## src/rtl/alu_cmd_seq.sv

```systemverilog
// ---------------------------------------------------------------------------
// alu_cmd_seq
//
// Command sequencer and result collector for a registered 8-bit ALU.
// Tagged commands are accepted over a valid/ready port. Each accepted command
// drives the ALU operand/opcode registers. A two-stage valid pipeline follows
// the ALU's one-cycle result latency. Each result is captured with its tag
// and opcode into a small response FIFO, which is drained over a second
// valid/ready port.
//
// Handshake rule for both ports: a transfer happens on a rising clock edge
// where valid && ready are both high. valid must not depend on ready.
// cmd_ready is a function of registered state (and rst) only.
//
// Ports
//   clk, rst            clock, synchronous active-high reset
//   cmd_valid/cmd_ready command handshake
//   cmd_op/a/b/tag      command opcode, operands and tag
//   alu_a/alu_b/alu_s   registered operands/opcode to the ALU
//   alu_y               ALU registered 16-bit result
//   rsp_valid/rsp_ready response handshake (rsp_valid = FIFO non-empty)
//   rsp_y/rsp_op/rsp_tag head-of-FIFO result, opcode and tag
//   busy                any command in flight or buffered
// ---------------------------------------------------------------------------
module alu_cmd_seq #(
    parameter int DEPTH = 4,
    parameter int TAGW  = 4
) (
    input  logic            clk,
    input  logic            rst,
    input  logic            cmd_valid,
    output logic            cmd_ready,
    input  logic [2:0]      cmd_op,
    input  logic [7:0]      cmd_a,
    input  logic [7:0]      cmd_b,
    input  logic [TAGW-1:0] cmd_tag,
    output logic [7:0]      alu_a,
    output logic [7:0]      alu_b,
    output logic [2:0]      alu_s,
    input  logic [15:0]     alu_y,
    output logic            rsp_valid,
    input  logic            rsp_ready,
    output logic [15:0]     rsp_y,
    output logic [2:0]      rsp_op,
    output logic [TAGW-1:0] rsp_tag,
    output logic            busy
);

    localparam int PW = (DEPTH > 1) ? $clog2(DEPTH) : 1;  // pointer width
    localparam int CW = PW + 1;                           // count width (0..DEPTH)
    localparam int OW = CW + 1;                           // occupancy width (0..DEPTH+2)
    localparam int RW = 16 + 3 + TAGW;                    // FIFO entry width
    localparam logic [OW-1:0] DEPTH_OCC = OW'(DEPTH);

    // -----------------------------------------------------------------------
    // State
    // -----------------------------------------------------------------------
    logic [7:0]      alu_a_q, alu_a_d;
    logic [7:0]      alu_b_q, alu_b_d;
    logic [2:0]      alu_s_q, alu_s_d;

    logic            p1_vld_q, p1_vld_d;
    logic [2:0]      p1_op_q,  p1_op_d;
    logic [TAGW-1:0] p1_tag_q, p1_tag_d;

    logic            p2_vld_q, p2_vld_d;
    logic [2:0]      p2_op_q,  p2_op_d;
    logic [TAGW-1:0] p2_tag_q, p2_tag_d;

    logic [PW-1:0]   wr_ptr_q, wr_ptr_d;
    logic [PW-1:0]   rd_ptr_q, rd_ptr_d;
    logic [CW-1:0]   count_q,  count_d;

    logic [RW-1:0]   mem_q [DEPTH];

    // -----------------------------------------------------------------------
    // Combinational control
    // -----------------------------------------------------------------------
    logic [OW-1:0] occ;
    logic          accept;
    logic          push;
    logic          pop;
    logic [RW-1:0] push_entry;
    logic [RW-1:0] head_entry;

    always_comb begin
        // Occupancy counts results already buffered plus the ones still in
        // the pipeline, so every accepted command has a FIFO slot reserved.
        // A pop in the same cycle is deliberately not credited.
        occ       = OW'(count_q) + OW'(p1_vld_q) + OW'(p2_vld_q);
        cmd_ready = !rst && (occ < DEPTH_OCC);
        accept    = cmd_valid && cmd_ready;
        rsp_valid = (count_q != '0);
        pop       = rsp_valid && rsp_ready;
        // alu_y was registered by the ALU on the edge where p2 loaded.
        push      = p2_vld_q;
        push_entry = {alu_y, p2_op_q, p2_tag_q};
        head_entry = mem_q[rd_ptr_q];
        busy      = (occ != '0);
    end

    always_comb begin
        alu_a_d  = alu_a_q;
        alu_b_d  = alu_b_q;
        alu_s_d  = alu_s_q;
        p1_vld_d = accept;
        p1_op_d  = p1_op_q;
        p1_tag_d = p1_tag_q;
        p2_vld_d = p1_vld_q;
        p2_op_d  = p1_op_q;
        p2_tag_d = p1_tag_q;
        wr_ptr_d = wr_ptr_q;
        rd_ptr_d = rd_ptr_q;
        count_d  = count_q;

        if (accept) begin
            alu_a_d  = cmd_a;
            alu_b_d  = cmd_b;
            alu_s_d  = cmd_op;
            p1_op_d  = cmd_op;
            p1_tag_d = cmd_tag;
        end

        // DEPTH is a power of two, so natural pointer overflow is the wrap.
        if (push) begin
            wr_ptr_d = wr_ptr_q + PW'(1);
        end
        if (pop) begin
            rd_ptr_d = rd_ptr_q + PW'(1);
        end

        case ({push, pop})
            2'b10:   count_d = count_q + CW'(1);
            2'b01:   count_d = count_q - CW'(1);
            default: count_d = count_q;
        endcase
    end

    // -----------------------------------------------------------------------
    // Registers
    // -----------------------------------------------------------------------
    always_ff @(posedge clk) begin
        if (rst) begin
            alu_a_q  <= '0;
            alu_b_q  <= '0;
            alu_s_q  <= '0;
            p1_vld_q <= 1'b0;
            p1_op_q  <= '0;
            p1_tag_q <= '0;
            p2_vld_q <= 1'b0;
            p2_op_q  <= '0;
            p2_tag_q <= '0;
            wr_ptr_q <= '0;
            rd_ptr_q <= '0;
            count_q  <= '0;
        end else begin
            alu_a_q  <= alu_a_d;
            alu_b_q  <= alu_b_d;
            alu_s_q  <= alu_s_d;
            p1_vld_q <= p1_vld_d;
            p1_op_q  <= p1_op_d;
            p1_tag_q <= p1_tag_d;
            p2_vld_q <= p2_vld_d;
            p2_op_q  <= p2_op_d;
            p2_tag_q <= p2_tag_d;
            wr_ptr_q <= wr_ptr_d;
            rd_ptr_q <= rd_ptr_d;
            count_q  <= count_d;
        end
    end

    // FIFO storage carries no reset; only pointers and count define validity.
    // The occupancy bound guarantees a push never lands on the head entry, so
    // the head stays stable while the consumer stalls.
    always_ff @(posedge clk) begin
        if (!rst && push) begin
            mem_q[wr_ptr_q] <= push_entry;
        end
    end

    // -----------------------------------------------------------------------
    // Outputs
    // -----------------------------------------------------------------------
    assign alu_a   = alu_a_q;
    assign alu_b   = alu_b_q;
    assign alu_s   = alu_s_q;
    assign rsp_y   = head_entry[RW-1 -: 16];
    assign rsp_op  = head_entry[TAGW +: 3];
    assign rsp_tag = head_entry[TAGW-1:0];

endmodule

```

## config.mk

```make
export PLATFORM = sky130hd
export DESIGN_NAME = alu_cmd_seq
export DESIGN_NICKNAME = d
export VERILOG_FILES = /design/src/rtl/alu_cmd_seq.sv
export SDC_FILE = /design/constraint.sdc
export NUM_CORES = 1
export LEC_CHECK = 0
export ABC_AREA = 1
export CORE_MARGIN = 2
export CORE_UTILIZATION = 52
export CTS_CLUSTER_DIAMETER = 50
export DETAILED_ROUTE_END_ITERATION = 8
export GPL_ROUTABILITY_DRIVEN = 0
export PLACE_DENSITY_LB_ADDON = 0.2
export SYNTH_ARGS = -nofsm -noshare
export SYNTH_HDL_FRONTEND = slang
export SYNTH_SLANG_ARGS = --single-unit
```

## constraint.sdc

```tcl
create_clock -name clk -period 3 [get_ports clk]
set_input_delay 0.6 -clock clk [delete_from_list [all_inputs] [get_ports clk]]
set_output_delay 0.6 -clock clk [all_outputs]
set_load 0.01 [all_outputs]
```

==> results <==
[sequential cells by signal, indices dropped and copies added, names as in the netlist, named ones only]
| signal | cells |
|---|---|
| count_q | 3 |
| alu_a | 8 |
| wr_ptr_q | 2 |
| p1_op_q | 3 |
| p2_vld_q | 1 |
| p2_tag_q | 4 |
| rd_ptr_q | 2 |
| mem_q | 92 |
| p2_op_q | 3 |
| p1_vld_q | 1 |
| p1_tag_q | 4 |
| alu_b | 8 |
[power by group]
part           leakage [uW]  switching (uW)  internal, uW  total [uW]
sequential          0.00117            61.3          2060        2120
clock              0.000292             705          1340        2050
combinational       0.00111             628           549        1180
total               0.00258            1390          3950        5340
[how the worst max path moves through the flow]
stage / from / endpoint / slack [ps] / depth (start not counted)
detailed placement: p2_vld_q / cmd_ready / 440 / 11
finish: p2_vld_q / busy / 210 / 10
floorplan: rst / mem_q[0][0] / 610 / 4
global placement: p2_vld_q / cmd_ready / 490 / 11
global route: p2_vld_q / cmd_ready / 30 / 11
CTS: flop / rsp_y[14] / 20 / 5
[metal layers]
layer / share of wire / vias to the layer above / wire length (um)
met5: 0 / - / 0
met4: 0.022 / 0 / 221
met3: 0.063 / 24 / 647
met2: 0.49 / 125 / 5040
met1: 0.42 / 1673 / 4360
li1: - / 1774 / -
[cell type report]
type,count,area (um2)
Multi-Input combinational cell,256,1280
Inverter,47,176
Tap cell,133,166
Clock buffer,22,473
Fill cell,728,2890
Sequential cell,133,3580
Clock inverter,10,128
Timing Repair Buffer,100,992
[cell families (layout without fill, tap and decap cells)]
logic type | Yosys count | in the layout
buffers and inverters | 72 | 179
and+or+nand+nor | 168 | 168
AOI/OAI and AO/OA | 80 | 80
DFF | 133 | 133
adders and majority gates | 8 | 8
[cells in the final DEF (no fill, tap or decap), types with 2 or more instances in the layout]
| master | count |
|---|---|
| edfxtp_1 | 92 |
| clkdlybuf4s50_1 | 85 |
| nor2_1 | 72 |
| nand2_1 | 61 |
| o21ai_0 | 49 |
| inv_1 | 43 |
| dfxtp_1 | 40 |
| o22ai_1 | 23 |
| nand4_1 | 23 |
| clkbuf_16 | 16 |
| buf_4 | 11 |
| a21oi_1 | 7 |
| ha_1 | 6 |
| clkbuf_8 | 5 |
| inv_2 | 4 |
| nand3_1 | 4 |
| nor2_2 | 4 |
| clkinv_2 | 3 |
| bufinv_16 | 3 |
| fa_1 | 2 |
| clkinvlp_4 | 2 |
| clkinv_1 | 2 |
| buf_12 | 2 |
[stage by stage]
stage	util	cells	worst slack (ps)	hold slack (ps)
3_3_place_gp	0.640	669	492	406
3_5_place_dp	0.640	669	437	407
2_1_floorplan	-	461	606	400
4_1_cts	0.702	701	23.9	422
6_report	0.702	701	207	422
5_1_grt	0.702	701	27.5	455
[what timing repair did]
action,in CTS,in global routing
hold buffers,0,0
endpoints found under the setup margin,2,11
setup buffers,0,0
resized for setup,3,4
pin swaps,0,0
[critical path, stage by stage (launching register included)]
cell,delay [ps]
dfxtp_1,340
inv_2,70
fa_1,390
inv_1,80
ha_1,160
nand2_1,50
inv_1,50
nand2_1,70
nand2_4,90
nand3b_1,80
dlygate4sd2_1,290
==> flow_metrics.tcl <==
set metrics [dict create \
    status "complete, no violations" \
    rows 36 \
    synth_top_area_frac 0.535 \
    fin_nets 606 \
    port_buffers 87 \
    synth_top_cells_by_count "edfxtp_1 (92), nor2_1 (76), nand2_1 (61)" \
    drive_above_1_share 0.0951 \
    total_power_uw 5340 \
    r2r_end "alu_a[2]" \
    yosys.area_share.simple 0.140 \
    first_global_vias 3511 \
    whs_path_depth 2 \
    pwr_density_cell_nw_per_um2 786 \
    synthTopCellsByArea "edfxtp_1 (54%), dfxtp_1 (16%), nor2_1 (5.5%)" \
    yosysMostFrequentCell "edfxtp_1" \
    dr.pass1.iters 4 \
    startpoint_type "flop" \
    busiest_layer "met2" \
    drt-total-wl_um 10300 \
    dr.first_iter.drc_count 179 \
    cts_tree "built" \
    finClkSkew_ps 6.49 \
    grt_pass1_wl_um 16800 \
    ir_worst_vdd_uv 472 \
    fin_crit_sh 0.931 \
    core-area_um2 9680 \
    muxShareOfSynthArea 0 \
    synth_edf_count 92 \
    cts_buffers 17 \
    synth_xor_area_frac 0 \
    cp.arrival_ps 2190 \
    cts.path.max_buffers 2 \
    yosysTopAreaCell "edfxtp_1" \
    antenna_left 0 \
    ys_ff_latch 133 \
    synth_compound_area_frac 0.0831 \
    grtUsageMet1 0.243 \
    grt_use_met3 0.0724 \
    final_area_um2 6800 \
    synth_cell_type_count 22 \
    maxCapViolCount 0 \
    drc 0 \
    overflow 0 \
    grt_max_degree 31 \
    root_buffer "clkbuf_8" \
    clk_pin_slew_ps 60 \
    drt-wirelength-per-cell_um 14.6 \
    pin_count 88 \
    synth-async-reset-ratio 0 \
    die_w_um 104 \
    p_leak_uw 0.00258 \
    max_freq_ghz 0.358 \
    worstPathRequired_ps 2400 \
    rsz0062_at_grt "false" \
    report.final.slew_viol_count 0 \
    synth_ff_type "edfxtp_1" \
    avgSynthCellArea_um2 11.2 \
    min_to "p2_tag_q[0]" \
    r2r_cells 12 \
    critPathKind "reg2out" \
    r2r_slack_ps 820 \
    hpwlAfterDp_um 6360 \
    grtUsageTotal 0.201 \
    syn_inst 461 \
    min-delay-path-class "reg2reg" \
    fp.dieH_um 104 \
    synth-adder-area-share 0.0223 \
    slew_headroom 0.596 \
    min_from "p1_tag_q[0]" \
    vias 3596 \
    die-area_um2 10700 \
    antenna_cells 0 \
    hold_viol 0 \
    syn_area_um2 5160 \
    finalSetupViolations 0 \
    dpl_cell_area_um2 6200 \
    yosys_warnings 0 \
    via_per_inst 5.13 \
    worst_pin_slew_ps 604 \
    synth_top_family_by_area "simple AND/OR/NAND/NOR gates" \
    antenna_found_initial 0 \
    critPathCaptureType "primary output" \
    use_met2 0.329 \
    r2r_start "p2_vld_q" \
    htreeDepth 4 \
    syn_nets 512 \
    finalSetupTns_ps 0 \
    clock_latency_ps 510 \
    fin_crit_ps 2790 \
    syn_to_final_growth_pct 31.7 \
    clock_sinks 133 \
    synth_seq_area_share 0.694 \
    path_max_fanout 7 \
    start_util 0.533 \
]
Power figures use the tool's default switching activity.
